### src/rtl/ieee_754_ln_floor_if.sv
// rtl/ieee_754_ln_floor_if.sv - operand/result handshake bundle for ieee_754_ln_floor
interface ieee_754_ln_floor_if #(
    parameter int OUT_W = 8
);
    logic             in_valid;
    logic             in_ready;
    logic [31:0]      in_data;
    logic             out_valid;
    logic             out_ready;
    logic [OUT_W-1:0] out_data;
    logic [2:0]       out_flags;

    modport master (
        output in_valid,
        output in_data,
        output out_ready,
        input  in_ready,
        input  out_valid,
        input  out_data,
        input  out_flags
    );

    modport slave (
        input  in_valid,
        input  in_data,
        input  out_ready,
        output in_ready,
        output out_valid,
        output out_data,
        output out_flags
    );
endinterface

### src/rtl/ieee_754_ln_floor.sv
// rtl/ieee_754_ln_floor.sv - floor(ln x) of a single-precision operand via 4-step ROM binary search
// Optional special-input counter: IEEE_754_LN_STATS_EN
module ieee_754_ln_floor #(
    parameter int OUT_W = 8
) (
    input  logic                 clk,
    input  logic                 rst,
    ieee_754_ln_floor_if.slave   bus
`ifdef IEEE_754_LN_STATS_EN
    ,
    output logic [15:0]          stat_special
`endif
);

    typedef enum logic [1:0] {
        IDLE   = 2'd0,
        CLASS  = 2'd1,
        SEARCH = 2'd2,
        DONE   = 2'd3
    } state_t;

    // Magnitudes of the single-precision values nearest e^k; sign bit is always 0.
    function automatic logic [30:0] t_rom(input logic [3:0] k);
        logic [30:0] t;
        case (k)
            4'd0:    t = 31'h3F800000;
            4'd1:    t = 31'h402DF854;
            4'd2:    t = 31'h40EC7326;
            4'd3:    t = 31'h41A0AF2E;
            4'd4:    t = 31'h425A6481;
            4'd5:    t = 31'h431469C5;
            4'd6:    t = 31'h43C9B6E3;
            4'd7:    t = 31'h44891443;
            4'd8:    t = 31'h453A4F54;
            4'd9:    t = 31'h45FD38AC;
            4'd10:   t = 31'h46AC14EE;
            default: t = 31'h4769E224;
        endcase
        return t;
    endfunction

    state_t           state_q;
    logic [31:0]      x_q;
    logic [3:0]       lo_q;
    logic [3:0]       hi_q;
    logic [1:0]       cnt_q;
    logic [OUT_W-1:0] out_data_q;
    logic [2:0]       out_flags_q;
    logic             out_valid_q;

    logic [30:0] mag;
    logic        is_nan;
    logic        is_ovf;
    logic        is_unf;
    logic [4:0]  mid_sum;
    logic [3:0]  mid;
    logic        ge_mid;
    logic [3:0]  lo_d;
    logic [3:0]  hi_d;

    assign bus.in_ready  = (state_q == IDLE) && !rst;
    assign bus.out_valid = out_valid_q;
    assign bus.out_data  = out_data_q;
    assign bus.out_flags = out_flags_q;

    // NaN is tested first so the remaining unsigned magnitude compares are meaningful.
    always_comb begin
        mag    = x_q[30:0];
        is_nan = (x_q[30:23] == 8'hFF) && (x_q[22:0] != 23'd0);
        is_ovf = !x_q[31] && (mag >= t_rom(4'd11));
        is_unf = x_q[31] || (mag < t_rom(4'd0));
    end

    always_comb begin
        mid_sum = {1'b0, lo_q} + {1'b0, hi_q} + 5'd1;
        mid     = mid_sum[4:1];
        ge_mid  = mag >= t_rom(mid);
        lo_d    = lo_q;
        hi_d    = hi_q;
        if (lo_q != hi_q) begin
            if (ge_mid) begin
                lo_d = mid;
            end else begin
                hi_d = mid - 4'd1;
            end
        end
    end

    always_ff @(posedge clk) begin
        if (rst) begin
            state_q     <= IDLE;
            x_q         <= 32'd0;
            lo_q        <= 4'd0;
            hi_q        <= 4'd0;
            cnt_q       <= 2'd0;
            out_data_q  <= '0;
            out_flags_q <= 3'b000;
            out_valid_q <= 1'b0;
        end else begin
            case (state_q)
                IDLE: begin
                    if (bus.in_valid) begin
                        x_q     <= bus.in_data;
                        state_q <= CLASS;
                    end
                end
                CLASS: begin
                    if (is_nan) begin
                        out_data_q  <= '0;
                        out_flags_q <= 3'b100;
                        out_valid_q <= 1'b1;
                        state_q     <= DONE;
                    end else if (is_unf) begin
                        out_data_q  <= '0;
                        out_flags_q <= 3'b001;
                        out_valid_q <= 1'b1;
                        state_q     <= DONE;
                    end else if (is_ovf) begin
                        out_data_q  <= '1;
                        out_flags_q <= 3'b010;
                        out_valid_q <= 1'b1;
                        state_q     <= DONE;
                    end else begin
                        lo_q    <= 4'd0;
                        hi_q    <= 4'd10;
                        cnt_q   <= 2'd0;
                        state_q <= SEARCH;
                    end
                end
                SEARCH: begin
                    lo_q  <= lo_d;
                    hi_q  <= hi_d;
                    cnt_q <= cnt_q + 2'd1;
                    if (cnt_q == 2'd3) begin
                        out_data_q  <= OUT_W'(lo_d);
                        out_flags_q <= 3'b000;
                        out_valid_q <= 1'b1;
                        state_q     <= DONE;
                    end
                end
                default: begin
                    if (bus.out_ready) begin
                        out_data_q  <= '0;
                        out_flags_q <= 3'b000;
                        out_valid_q <= 1'b0;
                        state_q     <= IDLE;
                    end
                end
            endcase
        end
    end

`ifdef IEEE_754_LN_STATS_EN
    logic [15:0] stat_special_q;
    logic        special_hit;

    assign special_hit  = (state_q == CLASS) && (is_nan || is_ovf || is_unf);
    assign stat_special = stat_special_q;

    always_ff @(posedge clk) begin
        if (rst) begin
            stat_special_q <= 16'd0;
        end else if (special_hit && (stat_special_q != 16'hFFFF)) begin
            stat_special_q <= stat_special_q + 16'd1;
        end
    end
`endif

endmodule

### src/flat_wrapper.sv
// flat-port wrapper written by rule: the top's interface ports become plain ports
module ieee_754_ln_floor_flat 
#(
    parameter int OUT_W = 8
)
  (clk, rst, bus_in_valid, bus_in_data, bus_out_ready, bus_in_ready, bus_out_valid, bus_out_data, bus_out_flags);
  ieee_754_ln_floor_if #(.OUT_W(OUT_W)) bus_i ();
  input  logic clk;
  input  logic rst;
  input wire logic [$bits(bus_i.in_valid)-1:0] bus_in_valid;
  input wire logic [$bits(bus_i.in_data)-1:0] bus_in_data;
  input wire logic [$bits(bus_i.out_ready)-1:0] bus_out_ready;
  output wire logic [$bits(bus_i.in_ready)-1:0] bus_in_ready;
  output wire logic [$bits(bus_i.out_valid)-1:0] bus_out_valid;
  output wire logic [$bits(bus_i.out_data)-1:0] bus_out_data;
  output wire logic [$bits(bus_i.out_flags)-1:0] bus_out_flags;
  assign bus_i.in_valid = bus_in_valid;
  assign bus_i.in_data = bus_in_data;
  assign bus_i.out_ready = bus_out_ready;
  assign bus_in_ready = bus_i.in_ready;
  assign bus_out_valid = bus_i.out_valid;
  assign bus_out_data = bus_i.out_data;
  assign bus_out_flags = bus_i.out_flags;
  ieee_754_ln_floor #(.OUT_W(OUT_W)) u_core (.clk(clk), .rst(rst), .bus(bus_i));
endmodule
### config.mk
export PLATFORM = sky130hd
export DESIGN_NAME = ieee_754_ln_floor_flat
export DESIGN_NICKNAME = d
export VERILOG_FILES = /design/src/rtl/ieee_754_ln_floor_if.sv /design/src/rtl/ieee_754_ln_floor.sv /design/src/flat_wrapper.sv
export SDC_FILE = /design/constraint.sdc
export NUM_CORES = 1
export LEC_CHECK = 0
export ABC_AREA = 1
export BUFFER_PORTS_ARGS = -buffer_cell sky130_fd_sc_hd__buf_2
export CELL_PAD_IN_SITES_DETAIL_PLACEMENT = 0
export CELL_PAD_IN_SITES_GLOBAL_PLACEMENT = 1
export CORE_UTILIZATION = 38
export DETAILED_ROUTE_END_ITERATION = 7
export PLACE_DENSITY = 0.82
export SKIP_CTS_REPAIR_TIMING = 1
export SLEW_MARGIN = 0
export SYNTH_ARGS = -nofsm -noshare
export SYNTH_HDL_FRONTEND = slang
export SYNTH_SLANG_ARGS = --single-unit
### constraint.sdc
create_clock -name clk -period 3.65 [get_ports clk]
set_clock_uncertainty 0.1 [all_clocks]
set_input_delay 0.73 -clock clk [delete_from_list [all_inputs] [get_ports clk]]
set_output_delay 0.73 -clock clk [all_outputs]
set_load 0.005 [all_outputs]
==> flow_summary.json, run 1 <==
{
  "finalSetupTns_ps": 0,
  "slew_violations": 0,
  "path_cells": "inv_2 > ha_4 > fa_2 > xnor2_2 > inv_2 > ha_1 > a21oi_1 > inv_1 > o21ai_0 > ha_1 > a21o_1 > nor2_1 > nand2_2 > a21oi_4 > nand3_4 > o21ai_4 > nand2_2 > nand2_1 > a21oi_2",
  "grt_pass1_vias": 3780,
  "antennaDiodeCount": 0,
  "cts.reportedPaths.clkPinSlew_ps": 100,
  "crit_slowest_cell": "fa_2",
  "final_area_mm2": 0.00524,
  "h-tree-depth": 2,
  "cap_violations": 0,
  "cp.arrival_ps": 3680,
  "clkLatencyLatePin_ps": 310,
  "grt_overflow": 0,
  "slowest_delay_ps": 410,
  "die_w_um": 105,
  "netlist_area_mm2": 0.00400,
  "min-delay-start": "u_core.bus.out_valid",
  "drt_iter0_drc": 151,
  "vias": 4069,
  "finalHoldViolCount": 0,
  "drt_first_pass_iters": 6,
  "syn_area_per_cell_um2": 6.63,
  "setup_viol": 0,
  "synth_most_common_cell": "nand2_1",
  "seq_area_frac_synth_pct": 26.5,
  "max_freq_ghz": 0.279,
  "hp-class": "flip-flop to flip-flop",
  "viasPerCell": 4.88,
  "grt_usage_pct": 19.2,
  "ys.warnings.count": 0,
  "worstSetupStartpointType": "flip-flop",
  "relSlewSlack_pct": 37.2,
  "hold-path-cell-count": 2,
  "r2r-end": "u_core.hi_q[2]",
  "nets": 782,
  "synth_seq_cells": 53,
  "hpwlAfterDp_um": 8240,
  "numClockSinks": 53,
  "status": "completed",
  "synth_top_area_share_pct": 26.5,
  "wl_um": 10800,
  "synthToLayoutAreaGrowth_pct": 31.0,
  "rows": 37,
  "grt_first_pass_wirelength_um": 17200,
  "cts_tree": "built",
  "synth-edff-count": 0,
  "tightest_slew_ps": 940,
  "fillerInstances": 1011,
  "die_h_um": 105,
  "worstPathRequired_ps": 3750,
  "synth.net_count": 688,
  "critPathTopFamily": "adder cells",
  "coreArea_mm2": 0.0103,
  "cts_buffer_depth": 2,
  "fin_crit_sh_pct": 98.2,
  "numPortBuffers": 48,
  "synthTopCellsByCount": "nand2_1, nor2_1, inv_1, dfxtp_1, o21ai_0",
  "synth_ff_type": "dfxtp_1",
  "drc": 0,
  "path_buf_inv": 3,
  "placed_area_mm2": 0.00464,
  "grt_setup_unrepaired": "true",
  "place_congestion": 0.891,
  "synthTopCellsByArea": "dfxtp_1, ha_1, nand2_1, nor2_1, o21ai_0",
  "critPathKind": "flip-flop to flip-flop",
  "critPathMaxFanout": 7,
  "final_core_util_pct": 50.9,
  "r2r_start": "u_core.hi_q[0]",
  "antenna_left": 0,
  "synthDistinctLibCells": 42,
  "hold-path-endpoint": "u_core.bus.out_valid",
  "end_kind": "flip-flop",
  "antenna_found_initial": 0,
  "pin_count": 49,
  "r2r_cells": 19,
  "grt_max_degree": 48,
  "drive_above_1_share_pct": 30.2,
  "async_flop_share_pct": 0,
  "rrSetupSlack_ps": 70,
  "period_minus_slack_ps": 3580,
  "die-area_mm2": 0.0109,
  "syn_inst": 603,
  "ctsRootBufferMaster": "clkbuf_8",
  "cts_buffers": 5,
  "synth_largest_area_cell": "dfxtp_1",
  "avgRoutedWirePerCell_um": 12.9,
  "start_util_pct": 38.9
}
==> stage by stage <==
stage	hold slack [ps]	instances	worst slack, ps
after floorplan	341	603	37.7
after global placement	350	812	-184
after detailed placement	355	812	-268
after CTS	369	820	-303
after global routing	388	834	-156
final	369	834	67.5
==> cells in the final DEF (no fill, tap or decap), drive strengths merged, types with 15 or more instances in the layout <==
master,n
nand4,15
a21oi,51
buf,107
nand2,134
o21ai,54
dfxtp,53
nand3,18
nor2,102
inv,78
ha,48
==> cell families after synthesis <==
family | share of synthesized area (%)
flops | 26.5
buf+inv | 9.92
compound gates | 16.1
xor+xnor | 0.908
fa+ha+maj | 15.5
simple gates | 31.0
==> area by class of cell <==
cell class	instances	area [um2]	share of cell area, %
clock buffer	6	72.6	1.39
clock inverter	2	13.8	0.263
inverter	78	300	5.74
multi-input combinational	452	2900	55.4
sequential	53	1070	20.4
tap	136	170	3.25
timing repair buffer	107	711	13.6
==> worst min-delay path: cells and delay by family, from the launching register on <==
family	cells	cell delay [ps]
flops	1	320
simple gates	1	60
compound gates	1	50
==> metal layers <==
metal  wire, um  GRT usage [%]  vias up
met4         78           4.90        0
met3        443           2.68        6
li1           -              -     2142
met5          0              0        -
met1       5210           27.2     1836
met2       5030           30.5       85
==> state kept, by name, summed over array words and instances (netlist names) <==
name and cells:
u_core.lo_q 4, u_core.state_q 2, u_core.bus.out_flags 3, u_core.bus.out_data 5, u_core.hi_q 4, u_core.x_q 32, u_core.bus.out_valid 1, u_core.cnt_q 2
==> worst max path at each step <==
| stage | startpoint | to | slack [ps] | depth (start not counted) |
|---|---|---|---|---|
| after floorplan | u_core.hi_q[0] | u_core.hi_q[3] | 40 | 19 |
| after global placement | u_core.hi_q[0] | u_core.hi_q[3] | -180 | 24 |
| after detailed placement | u_core.hi_q[0] | u_core.hi_q[2] | -270 | 24 |
| after CTS | u_core.hi_q[0] | u_core.hi_q[2] | -300 | 24 |
| after global routing | u_core.lo_q[0] | u_core.hi_q[2] | -160 | 24 |
| final | u_core.hi_q[0] | u_core.hi_q[2] | 70 | 19 |
Power of run 1 is not shown: default switching activity piles up to over one toggle a cycle in this logic, so the estimate is an artifact.
==> run 2: changes to the inputs <==
--- a/config.mk
+++ b/config.mk
@@ -9,9 +9,9 @@
 export BUFFER_PORTS_ARGS = -buffer_cell sky130_fd_sc_hd__buf_2
 export CELL_PAD_IN_SITES_DETAIL_PLACEMENT = 0
 export CELL_PAD_IN_SITES_GLOBAL_PLACEMENT = 1
-export CORE_UTILIZATION = 38
+export CORE_UTILIZATION = 25
 export DETAILED_ROUTE_END_ITERATION = 7
-export PLACE_DENSITY = 0.82
+export PLACE_DENSITY = 0.6
 export SKIP_CTS_REPAIR_TIMING = 1
 export SLEW_MARGIN = 0
 export SYNTH_ARGS = -nofsm -noshare
==> run 2 against run 1 <==
Effect of this change: via count grew 0.44%; cell area grew 3.7%; die area grew 51%; first-iteration DRC count shrank 8.6%; fmax shrank 0.74%; hold slack lost 3.2 ps; final cell count grew 9.1%; routed wire length grew 8.9%; core utilization shrank 16 points; worst setup slack lost 27 ps; flip-flop and latch count is the same; sequential share of layout area shrank 0.73 points; critical endpoint is now u_core.bus.out_data[1].
==> flow_summary.json, run 2 (synthesis results as in run 1) <==
{
  "status": "completed",
  "grt_pass1_vias": 3921,
  "cp.arrival_ps": 3750,
  "grt_usage_pct": 14.4,
  "slowest_delay_ps": 410,
  "largest_reg_flops": 32,
  "vias": 4087,
  "cts_buffer_depth": 2,
  "cpMostUsedCell": "nand2_2",
  "avgRoutedWirePerCell_um": 12.9,
  "numClockSinks": 53,
  "pin_count": 49,
  "cap_violations": 0,
  "final_area_mm2": 0.00543,
  "regMostFlops": "u_core.x_q",
  "ctsRootBufferMaster": "clkbuf_16",
  "final_cells": 910,
  "drt_first_pass_iters": 4,
  "critPathMaxFanout": 8,
  "cts.reportedPaths.clkPinSlew_ps": 70,
  "setup_ws_ps": 40.8,
  "h-tree-depth": 2,
  "antennaDiodeCount": 0,
  "dpl.cell_count": 897,
  "tightest_slew_ps": 936,
  "slew_violations": 0,
  "finalHoldViolCount": 0,
  "layout_common_cells": "nand2_1, nor2_1, inv_1, buf_4, dfxtp_1",
  "grt_max_degree": 47,
  "fin_crit_sh_pct": 98.9,
  "drive_above_1_share_pct": 31.0,
  "viasPerCell": 4.49,
  "setup_viol": 0,
  "drt_iter0_drc": 138,
  "die_h_um": 128,
  "start_util_pct": 25.9,
  "die_w_um": 128,
  "numPortBuffers": 48,
  "cts_tree": "built",
  "antenna_left": 0,
  "dp_worst_setup_slack_ps": -263,
  "worstSetupStartpointType": "flip-flop",
  "max_freq_ghz": 0.277,
  "clkLatencyLatePin_ps": 300,
  "path_cells": "inv_2 > ha_4 > fa_2 > buf_4 > o31ai_4 > buf_6 > inv_6 > buf_4 > nand2_1 > nand2_2 > ha_4 > nand2_2 > nor2_1 > nand4_1 > nor3_2 > nand2_1 > nand3_4 > nand2_4 > nand2_2 > nand4_1 > a21oi_2",
  "rows": 45,
  "die-area_mm2": 0.0165,
  "synthToLayoutAreaGrowth_pct": 35.9,
  "coreArea_mm2": 0.0154,
  "grt_first_pass_wirelength_um": 19000,
  "worstPathRequired_ps": 3790,
  "grt_overflow": 0,
  "hpwlAfterDp_um": 9120,
  "cts_buffers": 5,
  "critPathKind": "flip-flop to flip-flop",
  "wl_um": 11700,
  "antenna_found_initial": 0,
  "period_minus_slack_ps": 3610,
  "placed_area_mm2": 0.00481,
  "final_common_cell": "nand2_1",
  "crit_slowest_cell": "fa_2",
  "end_kind": "flip-flop",
  "place_congestion": 0.842,
  "nets": 783,
  "hp-class": "flip-flop to flip-flop",
  "relSlewSlack_pct": 37.5,
  "grt_setup_unrepaired": "true",
  "drc": 0
}
-- run 2: worst paths after layout --
check | end | startpoint | cells past startpoint | slack [ps]
hold reg to reg | u_core.bus.out_flags[0] | u_core.bus.out_flags[0] | 2 | 370
setup / recovery | u_core.bus.out_data[1] | u_core.lo_q[0] | 21 | 40
hold / removal | u_core.bus.out_flags[0] | u_core.bus.out_flags[0] | 2 | 370
setup reg to reg | u_core.bus.out_data[1] | u_core.lo_q[0] | 21 | 40
-- run 2: through the flow --
stage / hold WS, ps / setup TNS (ps) / util [%]
floorplan: 341 / 0 / -
global placement: 352 / -2080 / 31.2
detailed placement: 356 / -2430 / 31.2
CTS: 367 / -3150 / 32.2
global route: 391 / -1880 / 35.2
finish: 366 / 0 / 35.2
-- run 2: final cells by class --
| type | count | area, um2 |
|---|---|---|
| multi-input combinational | 452 | 2920 |
| timing repair buffer | 108 | 717 |
| clock buffer | 7 | 153 |
| inverter | 78 | 300 |
| sequential | 53 | 1070 |
| tap | 211 | 264 |
| fill | 1705 | 10000 |
| clock inverter | 1 | 8.76 |
-- run 2: per-layer routing --
layer | global-route usage, % | up-vias | share of wire (%)
met1 | 20.3 | 1867 | 50
met2 | 23.1 | 59 | 45
li1 | - | 2148 | -
met4 | 4.15 | 0 | 1.8
met3 | 1.70 | 13 | 2.8
met5 | 0 | - | 0
-- run 2: critical path: cells and delay by family, from the launching register on --
kind	cells	cell delay, ps
and+or+nand+nor	11	1290
adders and majority gates	3	870
buffers and inverters	5	610
DFF	1	330
AOI/OAI and AO/OA	2	330
Power of run 2 is left out for the same reason.
==> run 3: changes to the inputs <==
--- a/config.mk
+++ b/config.mk
@@ -11,7 +11,8 @@
 export CELL_PAD_IN_SITES_GLOBAL_PLACEMENT = 1
 export CORE_UTILIZATION = 25
 export DETAILED_ROUTE_END_ITERATION = 7
-export PLACE_DENSITY = 0.6
+export PLACE_DENSITY = 0.58
+export RECOVER_POWER = 50
 export SKIP_CTS_REPAIR_TIMING = 1
 export SLEW_MARGIN = 0
 export SYNTH_ARGS = -nofsm -noshare
==> constraint.sdc (replaced) <==
create_clock -name clk -period 4.1 [get_ports clk]
set_clock_uncertainty 0.1 [all_clocks]
set_input_delay 0.82 -clock clk [delete_from_list [all_inputs] [get_ports clk]]
set_output_delay 0.82 -clock clk [all_outputs]
set_load 0.005 [all_outputs]
==> run 3 against run 2 <==
Effect of this change: global-route usage shrank 0.37 points; sequential share of layout area grew 3.2 points; count of clock-buffer cells in the layout shrank 1; register-to-register slack gained 300 ps; via count shrank 5.4%; flip-flop and latch count is the same; critical path depth grew 3; cell area shrank 15%; final cell count shrank 5.5%; non-clock buffer count shrank 50; fmax shrank 4.0%; die area is the same; critical path type unchanged; critical endpoint is now u_core.hi_q[3].
==> flow_summary.json, run 3 (synthesis results as in run 1) <==
{
  "p_leak_nw": 2.17,
  "cts_tree": "built",
  "timing.hold.ws_ps": 365,
  "end_kind": "flip-flop",
  "vias": 3867,
  "cap_violations": 0,
  "die-area_mm2": 0.0165,
  "critPathMaxFanout": 7,
  "max_freq_ghz": 0.266,
  "final_core_util_pct": 30.1,
  "nets": 733,
  "pin_count": 49,
  "clkLatencyLatePin_ps": 300,
  "largest_reg_flops": 32,
  "status": "completed",
  "cp.arrival_ps": 3840,
  "period_minus_slack_ps": 3760,
  "slew_violations": 0,
  "total_power_mw": 4.45,
  "rrSetupSlack_ps": 340,
  "antenna_left": 0,
  "die_w_um": 128,
  "place_congestion": 0.874,
  "numClockSinks": 53,
  "grt_max_degree": 48,
  "h-tree-depth": 2,
  "hp-class": "flip-flop to flip-flop",
  "antennaDiodeCount": 0,
  "relSlewSlack_pct": 36.3,
  "cellPowerDensity_mw_per_mm2": 960,
  "wl_um": 10800,
  "grt_overflow": 0,
  "tightest_slew_ps": 955,
  "regMostFlops": "u_core.x_q",
  "vdd_drop_max_mv": 0.279,
  "critPathKind": "flip-flop to flip-flop",
  "fillerInstances": 1755,
  "viasPerCell": 4.50,
  "die_h_um": 128,
  "antenna_found_initial": 0,
  "finalHoldViolCount": 0,
  "drc": 0,
  "avgRoutedWirePerCell_um": 12.6,
  "synthToLayoutAreaGrowth_pct": 16.1,
  "numPortBuffers": 48,
  "worstPathRequired_ps": 4180,
  "fin_crit_sh_pct": 91.7,
  "grt_first_pass_wirelength_um": 18500,
  "dp_worst_setup_slack_ps": 43.6,
  "finalSetupTns_ps": 0,
  "drive_above_1_share_pct": 12.9,
  "drt_first_pass_iters": 5,
  "cts_buffers": 5,
  "drt_iter0_drc": 167,
  "rows": 45,
  "cts_buffer_depth": 2,
  "hpwlAfterDp_um": 8720,
  "coreArea_mm2": 0.0154,
  "cts.reportedPaths.clkPinSlew_ps": 70,
  "ctsRootBufferMaster": "clkbuf_16",
  "worstSetupStartpointType": "flip-flop",
  "layout_common_cells": "nand2_1, nor2_1, inv_1, dfxtp_1, o21ai_0",
  "start_util_pct": 25.9,
  "grt_pass1_vias": 3752,
  "setup_ws_ps": 340,
  "final_common_cell": "nand2_1",
  "setup_viol": 0,
  "grt_setup_unrepaired": "false",
  "grt_usage_pct": 14.1
}
==> run 3: changes by cell type in the layout (fill, tap and decap cells not counted), sizes merged <==
cell	before	now
buf	108	48
clkbuf	7	16
clkinv	1	3
inv	78	77
==> run 3: where the power goes <==
| part | switching, mW | internal [mW] |
|---|---|---|
| combinational | 2.08 | 1.17 |
| clock | 0.205 | 0.229 |
| sequential | 0.130 | 0.638 |
==> run 3: worst max-delay path, stage by stage, from the launching register on <==
cell	delay, ps
dfxtp_1	330
inv_1	50
ha_1	220
fa_2	400
xnor2_2	200
buf_4	160
ha_2	310
nor2_4	150
inv_1	70
nand2_1	70
nand2_1	60
o21ai_2	100
ha_1	290
nand2_1	70
nand2_1	50
nand2_1	50
nand2_1	50
nand2_1	50
nand2_1	50
a21oi_1	220
nand3_4	150
o21ai_2	200
nand2_1	130
nand2_1	100
a21oi_1	60
==> run 3: path summary, 6_finish.rpt <==
| kind | from | to | cells past startpoint |
|---|---|---|---|
| setup / recovery | u_core.hi_q[0] | u_core.hi_q[3] | 24 |
| hold / removal | u_core.bus.out_flags[1] | u_core.bus.out_flags[1] | 2 |
| setup reg to reg | u_core.hi_q[0] | u_core.hi_q[3] | 24 |
| hold reg to reg | u_core.bus.out_flags[1] | u_core.bus.out_flags[1] | 2 |
==> run 3: per-stage QoR <==
stage,area (um2),std cells
floorplan,4000,603
global placement,4460,850
detailed placement,4460,850
CTS,4600,858
global route,4640,860
finish,4640,860
==> run 3: layout make-up <==
class | count | area [um2] | area share (%)
Clock inverter | 2 | 13.8 | 0.297
Sequential cell | 53 | 1060 | 22.9
Tap cell | 211 | 264 | 5.69
Clock buffer | 6 | 129 | 2.78
Timing Repair Buffer | 58 | 315 | 6.80
Inverter | 78 | 293 | 6.31
Multi-Input combinational cell | 452 | 2560 | 55.2
==> run 3: metal layers <==
| layer | vias to the layer above | wire length (um) | track usage, % |
|---|---|---|---|
| met1 | 1756 | 5680 | 19.9 |
| met4 | 0 | 125 | 3.81 |
| li1 | 2045 | - | - |
| met2 | 58 | 4730 | 22.5 |
| met5 | - | 0 | 0 |
| met3 | 8 | 275 | 1.50 |
Note: power is estimated with default switching activity, not from simulation.
